<file path="src/rtl/fma16_stream.sv">
// -----------------------------------------------------------------------------
// fma16_stream
//   Registered, flow-controlled wrapper around a combinational half-precision
//   fused multiply-add (fma16). Packets enter an operand stage (S1) that drives
//   the fma16 datapath; the rounded result and flags are captured into an
//   output stage (S2). Sticky IEEE flags and a delivered-result counter are
//   kept for the surrounding unit.
//
// Ports
//   clk, reset              clock, asynchronous active-high reset
//   in_valid / in_ready     input packet handshake
//   in_x, in_y, in_z        half-precision operands
//   in_ctrl                 [5:4] roundmode, [3] mul, [2] add, [1] negp, [0] negz
//   out_valid / out_ready   result handshake
//   out_result, out_flags   result and {invalid, overflow, underflow, inexact}
//   fflags, fflags_clr      sticky flags over delivered results, sync clear
//   done_count              number of delivered results (wraps)
//
// Handshake: a transfer happens on a rising edge where valid && ready are both
// high. A producer holding valid keeps its data stable until the transfer;
// in_ready is a function of pipeline state only and never looks at in_valid.
// -----------------------------------------------------------------------------

// fma16: result = (-1)^negp * x * (mul ? y : 1.0) + (add ? (-1)^negz * z : 0)
// Round modes: 0 RNE, 1 RTZ, 2 RDN, 3 RUP. NaN results are the canonical 7E00.
// Underflow is raised when the exact result is below the smallest normal
// (tininess before rounding) and the result is inexact.
module fma16 (
  input  logic [15:0] x_i,
  input  logic [15:0] y_i,
  input  logic [15:0] z_i,
  input  logic        mul_i,
  input  logic        add_i,
  input  logic        negp_i,
  input  logic        negz_i,
  input  logic [1:0]  rm_i,
  output logic [15:0] result_o,
  output logic [3:0]  flags_o
);
  // Exact sum is held as an integer in units of 2^-48; 82 bits covers the
  // largest product (< 2^80) plus the largest addend.
  localparam int W = 82;
  localparam logic [1:0] RNE = 2'd0;
  localparam logic [1:0] RTZ = 2'd1;
  localparam logic [1:0] RDN = 2'd2;

  logic [15:0] ye, ze;
  assign ye = mul_i ? y_i : 16'h3C00;
  assign ze = add_i ? z_i : 16'h0000;

  logic x_nan, y_nan, z_nan, x_inf, y_inf, z_inf, x_zero, y_zero;
  logic snan_any, nan_any, ps, zs, pz_inv, p_inf, invalid;

  assign x_nan  = (x_i[14:10] == 5'h1F) && (x_i[9:0] != 10'h0);
  assign y_nan  = (ye[14:10]  == 5'h1F) && (ye[9:0]  != 10'h0);
  assign z_nan  = (ze[14:10]  == 5'h1F) && (ze[9:0]  != 10'h0);
  assign x_inf  = (x_i[14:10] == 5'h1F) && (x_i[9:0] == 10'h0);
  assign y_inf  = (ye[14:10]  == 5'h1F) && (ye[9:0]  == 10'h0);
  assign z_inf  = (ze[14:10]  == 5'h1F) && (ze[9:0]  == 10'h0);
  assign x_zero = (x_i[14:0] == 15'h0);
  assign y_zero = (ye[14:0]  == 15'h0);

  assign snan_any = (x_nan & ~x_i[9]) | (y_nan & ~ye[9]) | (z_nan & ~ze[9]);
  assign nan_any  = x_nan | y_nan | z_nan;

  // Without the addend, z acts as a zero of the product's sign so that the
  // product's signed zero passes through unchanged.
  assign ps = x_i[15] ^ ye[15] ^ negp_i;
  assign zs = add_i ? (z_i[15] ^ negz_i) : ps;

  assign pz_inv  = (x_inf & y_zero) | (x_zero & y_inf);
  assign p_inf   = (x_inf | y_inf) & ~x_nan & ~y_nan & ~pz_inv;
  assign invalid = snan_any | pz_inv | (p_inf & z_inf & (ps != zs));

  logic [10:0]  xm, ym, zm, keep;
  logic [4:0]   xe, yex, zex;
  logic [21:0]  prod;
  logic [5:0]   psh;
  logic [W-1:0] p_mag, z_mag, sum;
  logic         rsign, normal, guard, sticky, lost, inc, ovf, to_inf;
  logic [6:0]   ld, sh;
  logic [11:0]  rounded;
  logic [16:0]  base, bits;

  always_comb begin
    xm  = {x_i[14:10] != 5'd0, x_i[9:0]};
    ym  = {ye[14:10]  != 5'd0, ye[9:0]};
    zm  = {ze[14:10]  != 5'd0, ze[9:0]};
    xe  = (x_i[14:10] == 5'd0) ? 5'd1 : x_i[14:10];
    yex = (ye[14:10]  == 5'd0) ? 5'd1 : ye[14:10];
    zex = (ze[14:10]  == 5'd0) ? 5'd1 : ze[14:10];

    // operand value = mant * 2^(exp-25); scale everything by 2^48
    prod  = {11'd0, xm} * {11'd0, ym};
    psh   = {1'b0, xe} + {1'b0, yex} - 6'd2;
    p_mag = {60'd0, prod} << psh;
    z_mag = {71'd0, zm} << ({2'd0, zex} + 7'd23);

    if (ps == zs) begin
      sum   = p_mag + z_mag;
      rsign = ps;
    end else if (p_mag >= z_mag) begin
      sum   = p_mag - z_mag;
      rsign = ps;
    end else begin
      sum   = z_mag - p_mag;
      rsign = zs;
    end
    // exact zero: like-signed zeros keep their sign, anything else is +0
    // except under round-down
    if (sum == '0) rsign = (ps == zs) ? ps : (rm_i == RDN);

    ld = 7'd0;
    for (int i = 0; i < W; i++) begin
      if (sum[i]) ld = 7'(i);
    end

    // bit 34 is 2^-14, the smallest normal; below it the quantum is fixed
    // at the subnormal step 2^-24 (bit 24)
    normal = (ld >= 7'd34);
    sh     = normal ? (ld - 7'd10) : 7'd24;
    keep   = 11'(sum >> sh);
    guard  = sum[sh - 7'd1];
    sticky = |(sum & ~({W{1'b1}} << (sh - 7'd1)));
    lost   = guard | sticky;

    case (rm_i)
      RNE:     inc = guard & (sticky | keep[0]);
      RTZ:     inc = 1'b0;
      RDN:     inc = lost & rsign;
      default: inc = lost & ~rsign;
    endcase

    // The hidden bit in 'rounded' supplies the first exponent step, so a
    // mantissa carry or a subnormal rounding up to 2^-14 falls out of the add.
    rounded = {1'b0, keep} + {11'd0, inc};
    base    = normal ? (({10'd0, ld} - 17'd34) << 10) : 17'd0;
    bits    = base + {5'd0, rounded};
    ovf     = (bits >= 17'h07C00);
    to_inf  = (rm_i == RNE) || ((rm_i == RDN) && rsign) ||
              ((rm_i == 2'd3) && !rsign);
  end

  always_comb begin
    result_o = 16'h0000;
    flags_o  = 4'h0;
    if (nan_any || invalid) begin
      result_o = 16'h7E00;
      flags_o  = {invalid, 3'b000};
    end else if (p_inf) begin
      result_o = {ps, 15'h7C00};
    end else if (z_inf) begin
      result_o = {zs, 15'h7C00};
    end else if (ovf) begin
      result_o = {rsign, to_inf ? 15'h7C00 : 15'h7BFF};
      flags_o  = 4'b0101;
    end else begin
      result_o = {rsign, bits[14:0]};
      flags_o  = {2'b00, ~normal & lost, lost};
    end
  end
endmodule

module fma16_stream #(
  parameter int CNT_W = 32
) (
  input  logic             clk,
  input  logic             reset,
  input  logic             in_valid,
  output logic             in_ready,
  input  logic [15:0]      in_x,
  input  logic [15:0]      in_y,
  input  logic [15:0]      in_z,
  input  logic [7:0]       in_ctrl,
  output logic             out_valid,
  input  logic             out_ready,
  output logic [15:0]      out_result,
  output logic [3:0]       out_flags,
  output logic [3:0]       fflags,
  input  logic             fflags_clr,
  output logic [CNT_W-1:0] done_count
);
  logic             s1_valid_q;
  logic [15:0]      s1_x_q, s1_y_q, s1_z_q;
  logic [5:0]       s1_ctrl_q;
  logic             out_valid_q;
  logic [15:0]      out_result_q;
  logic [3:0]       out_flags_q;
  logic [3:0]       fflags_q, fflags_d;
  logic [CNT_W-1:0] done_count_q;

  logic s1_load, s2_load, delivery;
  logic [15:0] fma_result;
  logic [3:0]  fma_flags;
  logic unused_ctrl;

  assign unused_ctrl = ^in_ctrl[7:6];

  assign s2_load  = s1_valid_q && (!out_valid_q || out_ready);
  assign in_ready = !s1_valid_q || s2_load;
  assign s1_load  = in_valid && in_ready;
  assign delivery = out_valid_q && out_ready;

  fma16 u_fma (
    .x_i      (s1_x_q),
    .y_i      (s1_y_q),
    .z_i      (s1_z_q),
    .mul_i    (s1_ctrl_q[3]),
    .add_i    (s1_ctrl_q[2]),
    .negp_i   (s1_ctrl_q[1]),
    .negz_i   (s1_ctrl_q[0]),
    .rm_i     (s1_ctrl_q[5:4]),
    .result_o (fma_result),
    .flags_o  (fma_flags)
  );

  // clear wins over the old sticky value, the flags being delivered win
  // over the clear
  always_comb begin
    fflags_d = fflags_q;
    if (fflags_clr && delivery) fflags_d = out_flags_q;
    else if (fflags_clr)        fflags_d = 4'h0;
    else if (delivery)          fflags_d = fflags_q | out_flags_q;
  end

  always_ff @(posedge clk or posedge reset) begin
    if (reset) begin
      s1_valid_q <= 1'b0;
      s1_x_q     <= 16'h0;
      s1_y_q     <= 16'h0;
      s1_z_q     <= 16'h0;
      s1_ctrl_q  <= 6'h0;
    end else if (s1_load) begin
      s1_valid_q <= 1'b1;
      s1_x_q     <= in_x;
      s1_y_q     <= in_y;
      s1_z_q     <= in_z;
      s1_ctrl_q  <= in_ctrl[5:0];
    end else if (s2_load) begin
      s1_valid_q <= 1'b0;
    end
  end

  always_ff @(posedge clk or posedge reset) begin
    if (reset) begin
      out_valid_q  <= 1'b0;
      out_result_q <= 16'h0;
      out_flags_q  <= 4'h0;
    end else if (s2_load) begin
      out_valid_q  <= 1'b1;
      out_result_q <= fma_result;
      out_flags_q  <= fma_flags;
    end else if (out_ready) begin
      out_valid_q  <= 1'b0;
    end
  end

  always_ff @(posedge clk or posedge reset) begin
    if (reset) begin
      fflags_q     <= 4'h0;
      done_count_q <= '0;
    end else begin
      fflags_q <= fflags_d;
      if (delivery) done_count_q <= done_count_q + 1'b1;
    end
  end

  assign out_valid  = out_valid_q;
  assign out_result = out_result_q;
  assign out_flags  = out_flags_q;
  assign fflags     = fflags_q;
  assign done_count = done_count_q;
endmodule

</file>
<file path="config.mk">
export PLATFORM = sky130hd
export DESIGN_NAME = fma16_stream
export DESIGN_NICKNAME = d
export VERILOG_FILES = /design/src/rtl/fma16_stream.sv
export SDC_FILE = /design/constraint.sdc
export NUM_CORES = 2
export LEC_CHECK = 0
export BUFFER_PORTS_ARGS = -buffer_cell sky130_fd_sc_hd__buf_2
export CORE_MARGIN = 5
export CORE_UTILIZATION = 35
export CTS_BUF_LIST = sky130_fd_sc_hd__clkbuf_8
export CTS_CLUSTER_DIAMETER = 100
export CTS_CLUSTER_SIZE = 30
export DETAILED_ROUTE_END_ITERATION = 10
export PLACE_DENSITY = 0.52
export RECOVER_POWER = 25
export SLEW_MARGIN = 15
export SYNTH_ARGS = -nofsm -noshare
export SYNTH_HDL_FRONTEND = slang
export SYNTH_HIERARCHICAL = 1
export SYNTH_SLANG_ARGS = --single-unit
</file>
<file path="constraint.sdc">
create_clock -name clk -period 26.2 [get_ports clk]
set_clock_uncertainty 0.2 [all_clocks]
set_input_delay 6.55 -clock clk [delete_from_list [all_inputs] [get_ports clk]]
set_output_delay 6.55 -clock clk [all_outputs]
set_load 0.03 [all_outputs]
</file>
# Word-level counts from Yosys, hierarchy flattened
# Cells that the tools add are included.
# totals
regBits,112
out_inout_bits,58
elab_cells,231
# op_classes
add_sub_neg,12
multipliers,1
n_lt_le_gt_ge,4
n_eq_ne,8
shift,4
n_mux,114
n_bitwise,38
n_reduce_logical,40
# ops
operator,n
$mux W6,32
$mux W82,2
$sub A82 B82 Y82,2
$mux W7,19
$mux W5,19
$add A82 B82 Y82,1
$and A82 B82 Y82,1
$ge A82 B82 Y1,1
$logic_not A82 Y1,1
$not A82 Y82,1
$reduce_or A82 Y1,1
$shl A11 B7 Y82,1
$shl A22 B6 Y82,1
$shl A82 B7 Y82 const A,1
$shr A82 B7 Y11,1
$mux W16,4
$mux W4,14
$add A32 B1 Y32 const B,1
$logic_not A10 Y1,3
$logic_not A15 Y1,2
$mux W15,2
$reduce_bool A10 Y1,3
$mul A11 B11 Y22,1
$add A17 B12 Y17,1
other kinds (35),106

# Logic depth before layout (Yosys ltp)
# logic_depth
depth_word,107
mapped_depth,92
mapped_depth_nobuf,76

# Modules after synthesis
# The synthesis kept the hierarchy.
# by_module_without_submodules
module,n_inst,cells_each,area_per_inst_um2
fma16,1,5207,32935.3
fma16_stream,1,314,4469.3

# Worst setup path before layout
# OpenSTA, ideal clock, no wires.
# synth_path
path_kind,reg2reg
startpoint,register s1_ctrl_q[3]
endpoint,"register out_result_q[12], in the netlist out_result[12]"
setup_time_ps,125
arrival_ps,18570
t_required_ps,25875
slack_ps,7305
path_stages_with_launch,87
n_path_buf,20
synth_period_minus_slack_ps,18895
path_cell_list,dfrtp_1 clkbuf_1 clkbuf_1 and2_1 clkbuf_1 nand2_1 fa_1 inv_1 fa_1 inv_1 fa_1 inv_1 fa_1 fa_1 ha_1 buf_2 a21oi_1 o21ai_1 (+51 left out) a21oi_1 o211ai_1 o21ai_0 o211ai_1 o21ai_0 o41ai_1 ha_1 ha_1 o2111ai_1 a21oi_1 o2111ai_1 or4_4 a21oi_2 xnor2_1 a311oi_2 buf_4 o211ai_1 mux2_2
# synth_via
elab_chain_len,107
# synth_lines
item,line_no,text
from (decl),185,logic [5:0] s1_ctrl_q;
from (signal assigned),238,s1_ctrl_q <= in_ctrl[5:0];
$mux W16 *,48,assign ye = mul_i ? y_i : 16'h3C00;
branches (longest 105 deep; another with $sub A82 B82 Y82),n/a,
$mux W16 *,147,if (nan_any || invalid) begin
via fma_result[12],193,logic [15:0] fma_result;
to (signal assigned),251,out_result_q <= fma_result;
to (decl),187,logic [15:0] out_result_q;
# Mark *: on every way through the listed nets, which the timed path passes. The select of a mux whose other input is x is not followed.
# A chain may end at the register's enable or synchronous reset.

# Final worst setup path
# layout_path
startpoint,register s1_ctrl_q[3]
endpoint,"register out_result_q[1], in the netlist out_result[1]"
# The elaborated chain is that of the path after synthesis.

==> flow_summary.html <==
<table>
<tr><th>Metric</th><th>Value</th></tr>
<tr><th colspan="2">Run status</th></tr>
<tr><td>Outcome</td><td>finished, violations left</td></tr>
<tr><td>Failing checks</td><td>max-capacitance violations, max-slew violations</td></tr>
<tr><th colspan="2">Global route</th></tr>
<tr><td>Initial antenna violation count</td><td>8</td></tr>
<tr><td>Vias in the first global route</td><td>42400</td></tr>
<tr><td>All-layer global routing usage</td><td>34.9%</td></tr>
<tr><td>Wire length of the first global-routing pass</td><td>298 mm</td></tr>
<tr><td>Pin count of the biggest net entering global routing</td><td>65</td></tr>
<tr><td>Total global routing overflow</td><td>0</td></tr>
<tr><th colspan="2">Worst setup path</th></tr>
<tr><td>Reg-to-reg startpoint</td><td>s1_ctrl_q[3]$_DFFE_PP0P_</td></tr>
<tr><td>Startpoint type of the worst setup path</td><td>flip-flop</td></tr>
<tr><td>Worst Path Max Fanout</td><td>46</td></tr>
<tr><td>Crit. End Element</td><td>flip-flop</td></tr>
<tr><td>Slowest Stage Delay on Critical Path</td><td>1.06 ns</td></tr>
<tr><td>Worst setup path category</td><td>flip-flop to flip-flop</td></tr>
<tr><td>Worst reg-to-reg path cell count</td><td>76</td></tr>
<tr><td>Critical Path RT</td><td>26.38 ns</td></tr>
<tr><td>Slowest CP cell</td><td>sky130_fd_sc_hd__a2111oi_1</td></tr>
<tr><td>Worst EP arrival</td><td>24.98 ns</td></tr>
<tr><td>Capture point of the worst reg-to-reg path</td><td>out_result[1]$_DFFE_PP0P_</td></tr>
<tr><td>Worst setup slack for register-to-register paths</td><td>1.40 ns</td></tr>
<tr><th colspan="2">Yosys</th></tr>
<tr><td>Post-synthesis simple-gate area fraction</td><td>25.8%</td></tr>
<tr><td>Portion of netlist area occupied by mux cells</td><td>6.35%</td></tr>
<tr><td>Proportion of netlist area held by the largest area contributor</td><td>9.87%</td></tr>
<tr><td>Total of flip-flops plus latches after synthesis</td><td>112</td></tr>
<tr><td>Post-synthesis compound-gate area fraction</td><td>34.5%</td></tr>
<tr><td>Largest family of logic cells by synthesized area</td><td>compound AO/OA/AOI/OAI gates</td></tr>
<tr><td>Distinct cell type count of the synthesized netlist</td><td>115</td></tr>
<tr><td>Most frequently used flop master after synthesis</td><td>sky130_fd_sc_hd__dfrtp_1</td></tr>
<tr><td>Post-Synth XOR/XNOR Area</td><td>3.79%</td></tr>
<tr><td>Area of the mapped netlist</td><td>37400 um2</td></tr>
<tr><td>Post-synth EDFFs</td><td>0</td></tr>
<tr><td>Number of synthesis warnings</td><td>6</td></tr>
<tr><td>Post-synthesis cell type with the largest combined area</td><td>sky130_fd_sc_hd__ha_1</td></tr>
<tr><td>Ys async rst share</td><td>100%</td></tr>
<tr><td>Gate count of the mapped netlist</td><td>5521</td></tr>
<tr><td>Arithmetic-cell share of the synthesized area counting full adders, half adders and majority gates</td><td>14.5%</td></tr>
<tr><td>Top post-synthesis cells by area</td><td>sky130_fd_sc_hd__ha_1 9.9%, sky130_fd_sc_hd__dfrtp_1 7.5%, sky130_fd_sc_hd__a21oi_1 7.3%</td></tr>
<tr><td>Seq/Total Area, Yosys</td><td>7.49%</td></tr>
<tr><td>Per-instance average area after synthesis</td><td>6.77 um2</td></tr>
<tr><th colspan="2">Route</th></tr>
<tr><td>Iteration count of the initial detailed-routing pass</td><td>7</td></tr>
<tr><td>Ratio of routed vias to standard cells</td><td>6.64</td></tr>
<tr><td>Violation count after the first detailed-routing iteration</td><td>6438</td></tr>
<tr><td>Residual antenna-violating net count after detailed routing</td><td>0</td></tr>
<tr><td>Wirelength, routed</td><td>208 mm</td></tr>
<tr><td>Count of vias placed by the detailed router</td><td>46100</td></tr>
<tr><td>Number of design rule violations left after detail routing</td><td>0</td></tr>
<tr><td>Mean routed wirelength per cell</td><td>29.9 um</td></tr>
<tr><th colspan="2">Timing</th></tr>
<tr><td>Final setup violating endpoints</td><td>0</td></tr>
<tr><td>Minimum clock period after layout</td><td>24.80 ns</td></tr>
<tr><td>Timing-limited maximum frequency</td><td>40.3 MHz</td></tr>
<tr><td>Fin crit share</td><td>94.6%</td></tr>
<tr><td>Unrepaired setup endpoints after global routing</td><td>no</td></tr>
<tr><td>Number of hold violations in the final report</td><td>0</td></tr>
<tr><td>Max-slew violation count</td><td>54</td></tr>
<tr><td>Transition time at the pin with the least slew margin</td><td>2.30 ns</td></tr>
<tr><td>Headroom to the max-slew limit</td><td>-54.5%</td></tr>
<tr><td>Setup tns final</td><td>0 ns</td></tr>
<tr><th colspan="2">Clock network</th></tr>
<tr><td>Library cell used as clock root buffer</td><td>sky130_fd_sc_hd__clkbuf_8</td></tr>
<tr><td>Clock latency on the worst-skew pair</td><td>0.49 ns</td></tr>
<tr><td>Total of hold buffers inserted after clock tree synthesis</td><td>0</td></tr>
<tr><td>Max clock buf depth</td><td>2</td></tr>
<tr><td>TritonCTS clock tree</td><td>yes</td></tr>
<tr><td>Number of clock buffers inserted by TritonCTS</td><td>9</td></tr>
<tr><td>Clock net sink count</td><td>112</td></tr>
<tr><td>Clock-pin slew reported for the worst setup and hold paths after clock tree synthesis</td><td>0.14 ns</td></tr>
<tr><td>Number of gates given a new drive strength after cts</td><td>0</td></tr>
<tr><td>Setup Fix Bufs, Post-CTS</td><td>0</td></tr>
<tr><td>H-Tree Level Count</td><td>3</td></tr>
<tr><th colspan="2">Placed design</th></tr>
<tr><td>Half-perimeter wire length of the detailed placement result</td><td>170 mm</td></tr>
<tr><td>Number of buffers inserted by port buffering</td><td>116</td></tr>
<tr><td>RePlAce Congestion</td><td>1.06</td></tr>
<tr><th colspan="2">Floorplan</th></tr>
<tr><td>Number of placed I/O pins</td><td>119</td></tr>
<tr><td>Standard-cell rows</td><td>120</td></tr>
<tr><td>Starting density of the core</td><td>35.1%</td></tr>
<tr><td>Placeable core region</td><td>107000 um2</td></tr>
<tr><td>Die Footprint</td><td>114000 um2</td></tr>
<tr><td>Die outline width</td><td>337 um</td></tr>
<tr><td>Height of the chip</td><td>337 um</td></tr>
<tr><th colspan="2">Layout</th></tr>
<tr><td>Area of combinational cells with multiple inputs</td><td>32100 um2</td></tr>
<tr><td>Post-layout net count</td><td>5965</td></tr>
<tr><td>Share of post-route cells with drive strength above 1</td><td>9.55%</td></tr>
<tr><td>Sequential cell area</td><td>2800 um2</td></tr>
<tr><td># fillers</td><td>11700</td></tr>
<tr><td>Relative area change from synthesis to final layout</td><td>7.33%</td></tr>
<tr><th colspan="2">Min path</th></tr>
<tr><td>Launch instance of the worst min-delay path</td><td>done_count[31]$_DFFE_PP0P_</td></tr>
<tr><td>Cell count of the worst hold path</td><td>1</td></tr>
<tr><td>Hold worst-path end</td><td>done_count[31]$_DFFE_PP0P_</td></tr>
<tr><td>Class of the worst hold path</td><td>flip-flop to flip-flop</td></tr>
<tr><th colspan="2">Job</th></tr>
<tr><td>Maximum capacitance violations</td><td>1</td></tr>
</table>
flip-flops by register name (all words and copies together), names as in the netlist:
register	count
fflags	4
out_result	16
out_valid	1
s1_x_q	16
s1_z_q	16
s1_valid_q	1
done_count	32
s1_ctrl_q	6
out_flags	4
s1_y_q	16
layout make-up:
cell class | count | share of cell area (%)
Multi-Input combinational cell | 4735 | 80.0
Sequential cell | 112 | 6.98
Timing Repair Buffer | 278 | 4.50
Tap cell | 1403 | 4.37
Inverter | 389 | 3.64
Clock buffer | 9 | 0.309
Clock inverter | 7 | 0.196
Antenna cell | 6 | 0.0374
worst max path at each step:
stage,startpoint,to,slack (ns),depth (start not counted)
after global placement,s1_ctrl_q[3]$_DFFE_PP0P_,out_result[1]$_DFFE_PP0P_,2.47,76
after floorplan,s1_ctrl_q[3]$_DFFE_PP0P_,out_result[12]$_DFFE_PP0P_,7.31,86
after global routing,s1_ctrl_q[3]$_DFFE_PP0P_,out_result[1]$_DFFE_PP0P_,0.87,76
after CTS,s1_ctrl_q[3]$_DFFE_PP0P_,out_result[12]$_DFFE_PP0P_,2.34,76
final,s1_ctrl_q[3]$_DFFE_PP0P_,out_result[1]$_DFFE_PP0P_,1.40,76
after detailed placement,s1_ctrl_q[3]$_DFFE_PP0P_,out_result[12]$_DFFE_PP0P_,2.45,76
cells in the mapped netlist (all sizes together) (112+ instances only):
library cell / number
inv: 381
xnor2: 127
clkbuf: 217
dfrtp: 112
o21ai: 360
buf: 112
nand2: 594
ha: 295
a21oi: 547
nand3: 155
nor3: 158
nor2: 517
cells by family (layout without fill, tap and decap cells):
family,Yosys count,in the layout
buffers and inverters,718,683
other,2,52
adders and majority gates,384,384
and+or+nand+nor,2006,2006
xor gates and xnor gates,161,161
DFF,112,112
AOI/OAI and AO/OA,1934,1934
muxes,204,204
through the flow:
step	instance area [um2]	setup WS (ns)	hold WS, ns	std cells	utilization (%)
2_1_floorplan	37600	7.31	0.257	5565	-
3_3_place_gp	39900	2.47	0.258	6917	37.4
3_5_place_dp	39900	2.45	0.263	6917	37.4
4_1_cts	40100	2.34	0.282	6933	37.6
5_1_grt	40100	0.869	0.290	6935	37.6
6_report	40100	1.40	0.280	6939	37.7
metal layers:
metal	global-route usage (%)	vias up	routed length [um]
li1	-	20300	-
met1	48.3	22400	87600
met2	51.6	2825	85900
met3	6.56	513	20500
met4	18.0	0	13600
met5	0	-	0
cell usage in the layout, fill, tap and decap left out, types with 29 or more instances in the layout:
cell type / instances
sky130_fd_sc_hd__nor3_1: 151
sky130_fd_sc_hd__a22oi_1: 29
sky130_fd_sc_hd__inv_1: 374
sky130_fd_sc_hd__o21bai_1: 102
sky130_fd_sc_hd__o22ai_1: 41
sky130_fd_sc_hd__nand2_1: 592
sky130_fd_sc_hd__a21o_1: 88
sky130_fd_sc_hd__mux2i_1: 90
sky130_fd_sc_hd__fa_1: 84
sky130_fd_sc_hd__buf_4: 161
sky130_fd_sc_hd__or3_1: 35
sky130_fd_sc_hd__dfrtp_1: 111
sky130_fd_sc_hd__a31oi_1: 61
sky130_fd_sc_hd__and2_1: 54
sky130_fd_sc_hd__o31ai_1: 54
sky130_fd_sc_hd__o21a_1: 60
sky130_fd_sc_hd__conb_1: 46
sky130_fd_sc_hd__nand2b_1: 73
sky130_fd_sc_hd__nand3_1: 154
sky130_fd_sc_hd__o21ai_0: 343
sky130_fd_sc_hd__buf_2: 115
sky130_fd_sc_hd__nor4_1: 68
sky130_fd_sc_hd__ha_1: 295
sky130_fd_sc_hd__xor2_1: 31
sky130_fd_sc_hd__nor2_1: 515
sky130_fd_sc_hd__a21oi_1: 541
sky130_fd_sc_hd__mux2_2: 96
sky130_fd_sc_hd__a211oi_1: 91
sky130_fd_sc_hd__xnor2_1: 119
sky130_fd_sc_hd__nand4_1: 96
sky130_fd_sc_hd__a21boi_0: 29
sky130_fd_sc_hd__o211ai_1: 77
sky130_fd_sc_hd__and3_1: 106
critical path: cells and delay by family (launching register included):
kind | cells | cell delay [ns]
xor+xnor | 3 | 1.74
fa+ha+maj | 10 | 4.23
compound gates | 34 | 12.12
mux | 4 | 1.08
simple gates | 16 | 3.03
buf+inv | 9 | 1.40
flops | 1 | 0.83
Power is left out: the tool's default activity adds up to more than one toggle a clock period on the data nets, which glitch-free logic cannot reach.
